**config.mk**
```make
export PLATFORM = sky130hd
export DESIGN_NAME = rst_sequencer
export DESIGN_NICKNAME = d
export VERILOG_FILES = /design/src/rtl/rst_sequencer.sv
export SDC_FILE = /design/constraint.sdc
export NUM_CORES = 1
export LEC_CHECK = 0
export CAP_MARGIN = 25
export CORE_MARGIN = 3
export CORE_UTILIZATION = 53
export DETAILED_ROUTE_END_ITERATION = 10
export PLACE_DENSITY = 0.75
export SETUP_SLACK_MARGIN = 0.05
export SLEW_MARGIN = 25
export SYNTH_ARGS = -nofsm -noshare
export SYNTH_HDL_FRONTEND = slang
export SYNTH_SLANG_ARGS = --single-unit
```
**constraint.sdc**
```tcl
create_clock -name clk -period 1.7 [get_ports clk]
set_input_delay 0.34 -clock clk [delete_from_list [all_inputs] [get_ports clk]]
set_output_delay 0.34 -clock clk [all_outputs]
set_load 0.005 [all_outputs]
```
**src/rtl/rst_sequencer.sv**
```systemverilog
// Reset release sequencer: stretches RST, then releases active-low RST_OUT bits in order; RST_SEQ_SW_REQ_EN adds SW replay.
// Latency: RST_OUT[i] rises HOLD_CYCLES + i*STAGE_GAP edges after RST drops; SW ACK one edge after REQ is sampled in DONE.
// Backpressure: none; SW_RST_REQ is level-sampled only in DONE and ignored elsewhere.
module rst_sequencer #(
  parameter int NUM_OUTS    = 3,
  parameter int HOLD_CYCLES = 16,
  parameter int STAGE_GAP   = 8
) (
  input  logic                clk,
  input  logic                RST,
  input  logic                SW_RST_REQ,
  output logic                SW_RST_ACK,
  output logic [NUM_OUTS-1:0] RST_OUT,
  output logic                SEQ_DONE
);

  localparam int CNT_MAX = (HOLD_CYCLES > STAGE_GAP) ? HOLD_CYCLES : STAGE_GAP;
  localparam int CNT_W   = $clog2(CNT_MAX + 1);
  localparam int IDX_W   = $clog2(NUM_OUTS + 1);

  localparam logic [CNT_W-1:0]    HOLD_C   = CNT_W'(HOLD_CYCLES);
  localparam logic [CNT_W-1:0]    STAGE_C  = CNT_W'(STAGE_GAP);
  localparam logic [IDX_W-1:0]    LAST_IDX = IDX_W'(NUM_OUTS - 1);
  localparam logic [NUM_OUTS-1:0] BIT0     = NUM_OUTS'(1);

  localparam logic [1:0] S_HOLD    = 2'd0;
  localparam logic [1:0] S_RELEASE = 2'd1;
  localparam logic [1:0] S_DONE    = 2'd2;

  logic [1:0]          state_q, state_d;
  logic [CNT_W-1:0]    cnt_q, cnt_d;
  logic [CNT_W-1:0]    cnt_inc;
  logic [IDX_W-1:0]    idx_q, idx_d;
  logic [NUM_OUTS-1:0] rst_out_q, rst_out_d;
  logic                seq_done_q, seq_done_d;
  logic                sw_ack_q, sw_ack_d;

`ifdef RST_SEQ_SW_REQ_EN
  // A request sampled in DONE is held one edge, then replays the sequence.
  logic                sw_pend_q, sw_pend_d;
`else
  logic                unused_sw_req;
  assign unused_sw_req = SW_RST_REQ;
`endif

  assign cnt_inc = cnt_q + CNT_W'(1);

  always_comb begin
    state_d    = state_q;
    cnt_d      = cnt_q;
    idx_d      = idx_q;
    rst_out_d  = rst_out_q;
    seq_done_d = seq_done_q;
    sw_ack_d   = 1'b0;
`ifdef RST_SEQ_SW_REQ_EN
    sw_pend_d  = 1'b0;
`endif
    case (state_q)
      S_HOLD: begin
        cnt_d = cnt_inc;
        if (cnt_inc == HOLD_C) begin
          rst_out_d = rst_out_q | BIT0;
          cnt_d     = '0;
          idx_d     = IDX_W'(1);
          if (NUM_OUTS == 1) begin
            seq_done_d = 1'b1;
            state_d    = S_DONE;
          end else begin
            state_d    = S_RELEASE;
          end
        end
      end
      S_RELEASE: begin
        cnt_d = cnt_inc;
        if (cnt_inc == STAGE_C) begin
          rst_out_d = rst_out_q | (BIT0 << idx_q);
          cnt_d     = '0;
          idx_d     = idx_q + IDX_W'(1);
          if (idx_q == LAST_IDX) begin
            seq_done_d = 1'b1;
            state_d    = S_DONE;
          end
        end
      end
      S_DONE: begin
`ifdef RST_SEQ_SW_REQ_EN
        if (sw_pend_q) begin
          rst_out_d  = '0;
          seq_done_d = 1'b0;
          sw_ack_d   = 1'b1;
          cnt_d      = '0;
          idx_d      = '0;
          state_d    = S_HOLD;
        end else if (SW_RST_REQ) begin
          sw_pend_d  = 1'b1;
        end
`endif
      end
      default: begin
        state_d = S_HOLD;
      end
    endcase
  end

  always_ff @(posedge clk) begin
    if (RST) begin
      state_q    <= S_HOLD;
      cnt_q      <= '0;
      idx_q      <= '0;
      rst_out_q  <= '0;
      seq_done_q <= 1'b0;
      sw_ack_q   <= 1'b0;
`ifdef RST_SEQ_SW_REQ_EN
      sw_pend_q  <= 1'b0;
`endif
    end else begin
      state_q    <= state_d;
      cnt_q      <= cnt_d;
      idx_q      <= idx_d;
      rst_out_q  <= rst_out_d;
      seq_done_q <= seq_done_d;
      sw_ack_q   <= sw_ack_d;
`ifdef RST_SEQ_SW_REQ_EN
      sw_pend_q  <= sw_pend_d;
`endif
    end
  end

  assign RST_OUT    = rst_out_q;
  assign SEQ_DONE   = seq_done_q;
  assign SW_RST_ACK = sw_ack_q;

endmodule

```
After elaboration in Yosys (flattened, before gate mapping)
Cells that the tools add are included.
{"block": "word_totals", "ff_bits": 13, "in_bits": 3, "output_inout_bits": 5, "elab_cells": 38}
{"block": "classes", "n_addsub": 2, "eq_ne": 8, "n_shift": 1, "n_mux": 12, "n_bitwise": 3, "reduce_logical": 6}
{"operator": "5-bit 2-to-1 mux", "count": 2}
{"operator": "5-bit one-hot mux with 2 select lines", "count": 1}
{"operator": "3-bit AND reduction", "count": 3}
{"operator": "2-bit 2-to-1 mux", "count": 4}
{"operator": "2-bit != test (second input constant)", "count": 3}
{"operator": "2-bit one-hot mux with 3 select lines", "count": 1}
{"operator": "3-bit one-hot mux with 2 select lines", "count": 1}
{"operator": "5-bit by 1-bit adder with 5-bit output (second input constant)", "count": 1}
{"operator": "5-bit by 4-bit equality test with 1-bit output (second input constant)", "count": 1}
{"operator": "5-bit equality test (second input constant)", "count": 1}
{"operator": "2-bit equality test (second input constant)", "count": 2}
{"operator": "2-bit one-hot mux with 2 select lines", "count": 1}
{"operator": "4-bit AND reduction", "count": 1}
{"operator": "3-bit 2-to-1 mux", "count": 1}
{"operator": "3-bit bitwise OR", "count": 1}
{"operator": "1-bit by 2-bit left shift with 3-bit output (first input constant)", "count": 1}
{"operator": "2-bit by 1-bit adder with 2-bit output (second input constant)", "count": 1}
{"operator": "2-bit by 1-bit equality test with 1-bit output (second input constant)", "count": 1}
{"operator": "2-bit zero test", "count": 1}
{"operator": "1-bit inverter", "count": 2}
{"operator": "2-bit nonzero test", "count": 1}
{"operator": "1-bit 2-to-1 mux", "count": 1}

Longest topological paths before layout
Gate-level depths: netlist of run 1.
{"block": "logic_depth", "ltp_word": 4, "mapped_depth": 5, "mapped_depth_nobuf": 5}

Worst setup path after synthesis of run 1
OpenSTA, ideal clock, no wires.
{"block": "synth_path", "kind": "flip-flop to flip-flop", "startpoint": "register cnt_q[0]", "endpoint": "register idx_q[1]", "setup_ps": 132, "arrival_ps": 1369, "required_time_ps": 1568, "setup_slack_ps": 199, "stages_incl_launch_ff": 6, "n_path_buf": 0, "synth_period_minus_slack_ps": 1501, "cell_sequence": "dfxtp_1 -> ha_1 -> and4b_1 -> a32o_1 -> a22oi_1 -> a21oi_1"}
{"block": "synth_via", "elab_chain_cells": 4, "word_cells_on_any_way": 6, "cone_classes": "add/sub: 1; eq/ne: 4; reduce/logical: 1"}
{"item": "from (decl)", "line": "31", "text": "logic [CNT_W-1:0] cnt_q, cnt_d;"}
{"item": "from (signal assigned)", "line": "118", "text": "cnt_q <= cnt_d;"}
{"item": "5-bit by 1-bit adder with 5-bit output *", "line": "46", "text": "assign cnt_inc = cnt_q + CNT_W'(1);"}
{"item": "5-bit by 4-bit equality test with 1-bit output / 5-bit equality test (equally long branches)", "line": "75, 61"}
{"item": "2-bit != test (no source line)"}
{"item": "3-bit AND reduction (no source line) *"}
{"item": "to (signal assigned)", "line": "119", "text": "idx_q <= idx_d;"}
{"item": "to (decl)", "line": "33", "text": "logic [IDX_W-1:0] idx_q, idx_d;"}
Every way passes the cells marked *; elsewhere a longest branch is shown, timed or not.
A chain may end at the register's enable or synchronous reset.

Worst setup path after layout of run 1
{"block": "layout_path", "startpoint": "register cnt_q[1]", "endpoint": "register idx_q[1]"}
Same word-level chain as after synthesis.

==> results of run 1 <==
power by group:
part           leakage (nW)  internal [mW]  switching [mW]  total [mW]
Sequential            0.105          0.312          0.0118       0.324
Clock                0.0177         0.0875           0.108       0.195
Combinational         0.201         0.0306          0.0345      0.0651
synth_stat cells (2+ instances only):
cell	number	share of area, %
a211o_1	2	2.3
a21oi_1	12	7.8
a311oi_1	2	2.3
a32o_1	3	3.9
and4b_1	2	2.6
buf_2	3	2.0
clkbuf_1	3	1.5
dfxtp_1	13	34
ha_1	4	6.5
inv_1	5	2.4
mux2i_1	2	2.6
nand2_1	6	2.9
nand3_1	3	2.0
nor2_1	4	2.0
nor2b_1	2	1.6
xnor2_1	2	2.3
xor2_1	2	2.3
critical path, delay by kind of cell, from the launching register on:
family | cells | cell delay (ns)
DFF | 1 | 0.38
and+or+nand+nor | 1 | 0.27
adders and majority gates | 1 | 0.24
AOI/OAI and AO/OA | 3 | 0.53
sequential cells by signal (all words and copies together) (netlist names):
| register | cells |
|---|---|
| cnt_q | 5 |
| RST_OUT | 3 |
| idx_q | 2 |
| state_q | 2 |
| SEQ_DONE | 1 |
stage by stage:
| stage | cell area, µm² | cells | setup slack, ns |
|---|---|---|---|
| after global placement | 857 | 112 | 0.193 |
| after global routing | 885 | 116 | 0.0537 |
| after floorplan | 769 | 92 | 0.199 |
| after detailed placement | 857 | 112 | 0.162 |
| after CTS | 885 | 116 | 0.149 |
| final | 885 | 116 | 0.151 |
routing by layer:
metal  part of all wire (%)  routed length (µm)  track usage, %  vias to the layer above
met5                      0                   0               0                        -
met4                    1.1                  17            5.42                        0
met3                    6.1                  97            6.10                        5
met2                     48                 756            30.5                       20
met1                     45                 717            26.5                      340
li1                       -                   -               -                      349
worst max-delay path by stage:
stage / from / endpoint / slack (ns)
finish: cnt_q[1] / idx_q[1] / 0.15
global placement: cnt_q[1] / idx_q[1] / 0.19
global route: cnt_q[1] / idx_q[1] / 0.05
floorplan: cnt_q[0] / idx_q[1] / 0.20
detailed placement: cnt_q[1] / idx_q[1] / 0.16
CTS: cnt_q[1] / idx_q[1] / 0.15
layout make-up:
type                    instances  area [µm²]
clock inverters                 1        5.00
clock buffers                   3        22.5
multi-input cells              67         457
flip-flops and latches         13         260
fillers                       134         449
inverters                       5        18.8
well taps                      15        18.8
repair buffers                 12         103
cell families after synthesis:
group / Yosys count / share of synthesized area (%)
other cells: 1 / 0.487
mux: 2 / 2.60
compound gates: 28 / 24.7
flops: 13 / 33.8
buf+inv: 12 / 6.83
simple gates: 28 / 20.5
fa+ha+maj: 4 / 6.50
xor+xnor: 4 / 4.55
==> results.toml, run 1 <==
[placed_design]
io_buffers = 5
gp_congestion = 0.772
dp_hpwl_um = 1190

[min_path]
min-delay-start = "RST_OUT[2]"
min_path_type = "reg -> reg"
min_to = "RST_OUT[2]"
hold_path_depth = 2

[finish]
final_common_cell = "dfxtp_1"
nNetsFinal = 109
final_util_pct = 66.3
drive_gt1_share_pct = 11.9
area_delta_synth_final_pct = 15.0
diodes = 0
final_cell_mix = "dfxtp_1, a21oi_1, buf_4"

[critical_path]
worstPathCellList = "ha_1 > and4b_1 > a32o_1 > a22oi_1 > a21oi_1"
cp_max_fo = 7
cp-start-kind = "register"
worst_path_largest_cell_delay_ns = 0.38
regToRegSetupSlack_ns = 0.15
r2r-end = "idx_q[1]"
end_kind = "register"
timing_worst_setup_path_type = "reg -> reg"
required_ns = 1.86
rr_worst_depth = 5
arrival_ns = 1.71
r2r-start = "cnt_q[1]"
crit_slowest_cell = "dfxtp_1"

[detailed_routing]
drt_first_pass_iters = 4
wire_per_inst_um = 13.7
drc = 0
drt_wl_total_um = 1590
vias = 714
drtIter0Drc = 15
viasPerCell = 6.16
ant_nets = 0

[timing]
rsz0062_at_grt = "no"
fin_skew_ns = 0.00699
post-route-min-period_ns = 1.55
post-route-period-util_pct = 91.1
holdWs_ns = 0.448
finalHoldViolCount = 0
setup_viol = 0
fmax_mhz = 646
fin_tns_setup_ns = 0
final_max_slew_viol_count = 0

[global_route]
grt_max_degree = 14
track_usage_pct = 19.7
antenna_found_initial = 0
grt_pass1_wl_um = 2860
overflow = 0
first_global_vias = 647

[synth]
synth_cell_type_count = 39
yosysWarnings = 0
syn_inst = 92
synth_seq_cells = 13
synth_edf_count = 0
synth-async-reset-ratio_pct = 0
synth_area_um2 = 769
avgSynthCellArea_um2 = 8.36
yosysSeqAreaShare_pct = 33.8
synth_ff_type = "dfxtp_1"
synth_fp_nets = 99

[clock_tree]
clock_path_buffers = 2
ctsResizeCount = 0
cts_hold_buf = 0
htree_num_levels = 1
cts_tree = "built"
root_buffer = "clkbuf_4"
path_clk_slew_ns = 0.08
post_cts_buffers = 0
cts.sinks = 13
clk_latency_ns = 0.29
numCtsBuffers = 3

[floorplanning]
core_area_um2 = 1330
die_y_um = 44.1
fp.dieW_um = 44.1
start_util_pct = 57.7
ios = 8
row_count = 13
die_area_um2 = 1950

[power]
power.density_nw_per_um2 = 661
p_leak_nw = 0.324
vdd_drop_max_mv = 0.481
power_mw = 0.585

[outcome]
status = "finished, final reports clean"

[flow_run]
maxCapViolCount = 0
Note: power is estimated with default switching activity, not from simulation.
==> inputs of run 2 (changes only) <==
--- a/config.mk
+++ b/config.mk
@@ -9,7 +9,7 @@
 export CORE_MARGIN = 3
 export CORE_UTILIZATION = 53
 export DETAILED_ROUTE_END_ITERATION = 10
-export PLACE_DENSITY = 0.75
+export PLACE_DENSITY_LB_ADDON = 0.1
 export SETUP_SLACK_MARGIN = 0.05
 export SLEW_MARGIN = 25
 export SYNTH_ARGS = -nofsm -noshare
==> run 2 against run 1 <==
Wire length up 10%. Critical path depth stayed put. Maximum frequency rose by 0.96%. Power rose by 0.94%. Critical endpoint unchanged. Largest power group unchanged. Highest routed layer unchanged.
==> results.toml, run 2 (synthesis results as in run 1) <==
[outcome]
status = "finished, final reports clean"

[critical_path]
required_ns = 1.85
crit_slowest_cell = "dfxtp_1"
critPathTopFamily = "compound AO/OA/AOI/OAI gates"
worst_path_largest_cell_delay_ns = 0.32
end_kind = "register"
cp_max_fo = 8
arrival_ns = 1.68
cp-start-kind = "register"
critical_path_buf_inv_count = 0
timing_worst_setup_path_type = "reg -> reg"
worstPathCellList = "ha_2 > and4b_2 > a32o_1 > a22oi_1 > a21oi_1"

[clock_tree]
path_clk_slew_ns = 0.08
clock_path_buffers = 2
cts_tree = "built"
htree_num_levels = 1
cts_hold_buf = 0
clk_latency_ns = 0.28
cts.sinks = 13
numCtsBuffers = 3
ctsResizeCount = 0
root_buffer = "clkbuf_4"
post_cts_buffers = 0

[timing]
tightest_slew_ns = 0.522
fin_skew_ns = 0.000972
fin_tns_setup_ns = 0
finalHoldViolCount = 0
slew_headroom_pct = 65.1
post-route-min-period_ns = 1.53
holdWs_ns = 0.452
fmax_mhz = 652
setup_viol = 0
rsz0062_at_grt = "no"
final_max_slew_viol_count = 0
post-route-period-util_pct = 90.2

[placed_design]
gp_congestion = 0.851
dp_hpwl_um = 1210
io_buffers = 5
place_inst = 111

[finish]
drive_gt1_share_pct = 12.0
largest_register_ffs = 5
final_util_pct = 65.9
final_cell_mix = "dfxtp_1, a21oi_1, nand2_1, buf_4"
nNetsFinal = 108
area_delta_synth_final_pct = 14.3
top_register = "cnt_q"
diodes = 0
layout.cells.non_filler = 115
final_common_cell = "dfxtp_1"

[detailed_routing]
viasPerCell = 6.31
ant_nets = 0
drtIter0Drc = 26
vias = 726
drt_wl_total_um = 1750
wire_per_inst_um = 15.2
drt_first_pass_iters = 4
drc = 0

[min_path]
min_path_type = "reg -> reg"

[global_route]
first_global_vias = 639
track_usage_pct = 19.4
grt_pass1_wl_um = 2820
overflow = 0
antenna_found_initial = 0
grt_max_degree = 16

[flow_run]
maxCapViolCount = 0

[floorplanning]
row_count = 13
core_area_um2 = 1330
fp.dieW_um = 44.1
die_y_um = 44.1
start_util_pct = 57.7
ios = 8
die_area_um2 = 1950

[power]
power_mw = 0.590
power.density_nw_per_um2 = 671
p_leak_nw = 0.312
vdd_drop_max_mv = 0.559
[run 2: changes by cell type in the layout (fill, tap and decap cells not counted), sizes merged]
cell    change
buf         -1
clkbuf      +1
clkinv      -1
[run 2: power by group]
| group | leakage (nW) | internal (mW) | switching [mW] |
|---|---|---|---|
| Combinational | 0.192 | 0.0327 | 0.0406 |
| Sequential | 0.105 | 0.312 | 0.00692 |
| Clock | 0.0150 | 0.0911 | 0.106 |
[run 2: through the flow]
| step | setup slack, ns | instance area [µm²] |
|---|---|---|
| after floorplan | 0.199 | 769 |
| after CTS | 0.103 | 876 |
| after global placement | 0.145 | 850 |
| after detailed placement | 0.121 | 850 |
| after global routing | 0.117 | 880 |
| final | 0.166 | 880 |
[run 2: final timing paths]
check	cells past startpoint	slack, ns	startpoint	to
max	5	0.17	cnt_q[0]	idx_q[1]
min	2	0.45	SEQ_DONE	SEQ_DONE
max reg2reg	5	0.17	cnt_q[0]	idx_q[1]
min reg2reg	2	0.45	SEQ_DONE	SEQ_DONE
[run 2: routing by layer]
layer,vias up,track usage (%),share of wire [%]
met5,-,0,0
met4,0,9.64,2.4
met3,6,3.66,4.6
met2,18,29.7,48
met1,358,26.0,45
li1,344,-,-
[run 2: layout make-up]
type / count / area (µm²)
fillers: 118 / 454
well taps: 15 / 18.8
multi-input cells: 67 / 460
clock buffers: 4 / 26.3
repair buffers: 11 / 95.1
flip-flops and latches: 13 / 260
inverters: 5 / 18.8
[run 2: worst min-delay path, stage by stage, from the launching register on]
cell and delay (ns):
dfxtp_1 0.31, inv_1 0.04, a21oi_1 0.05
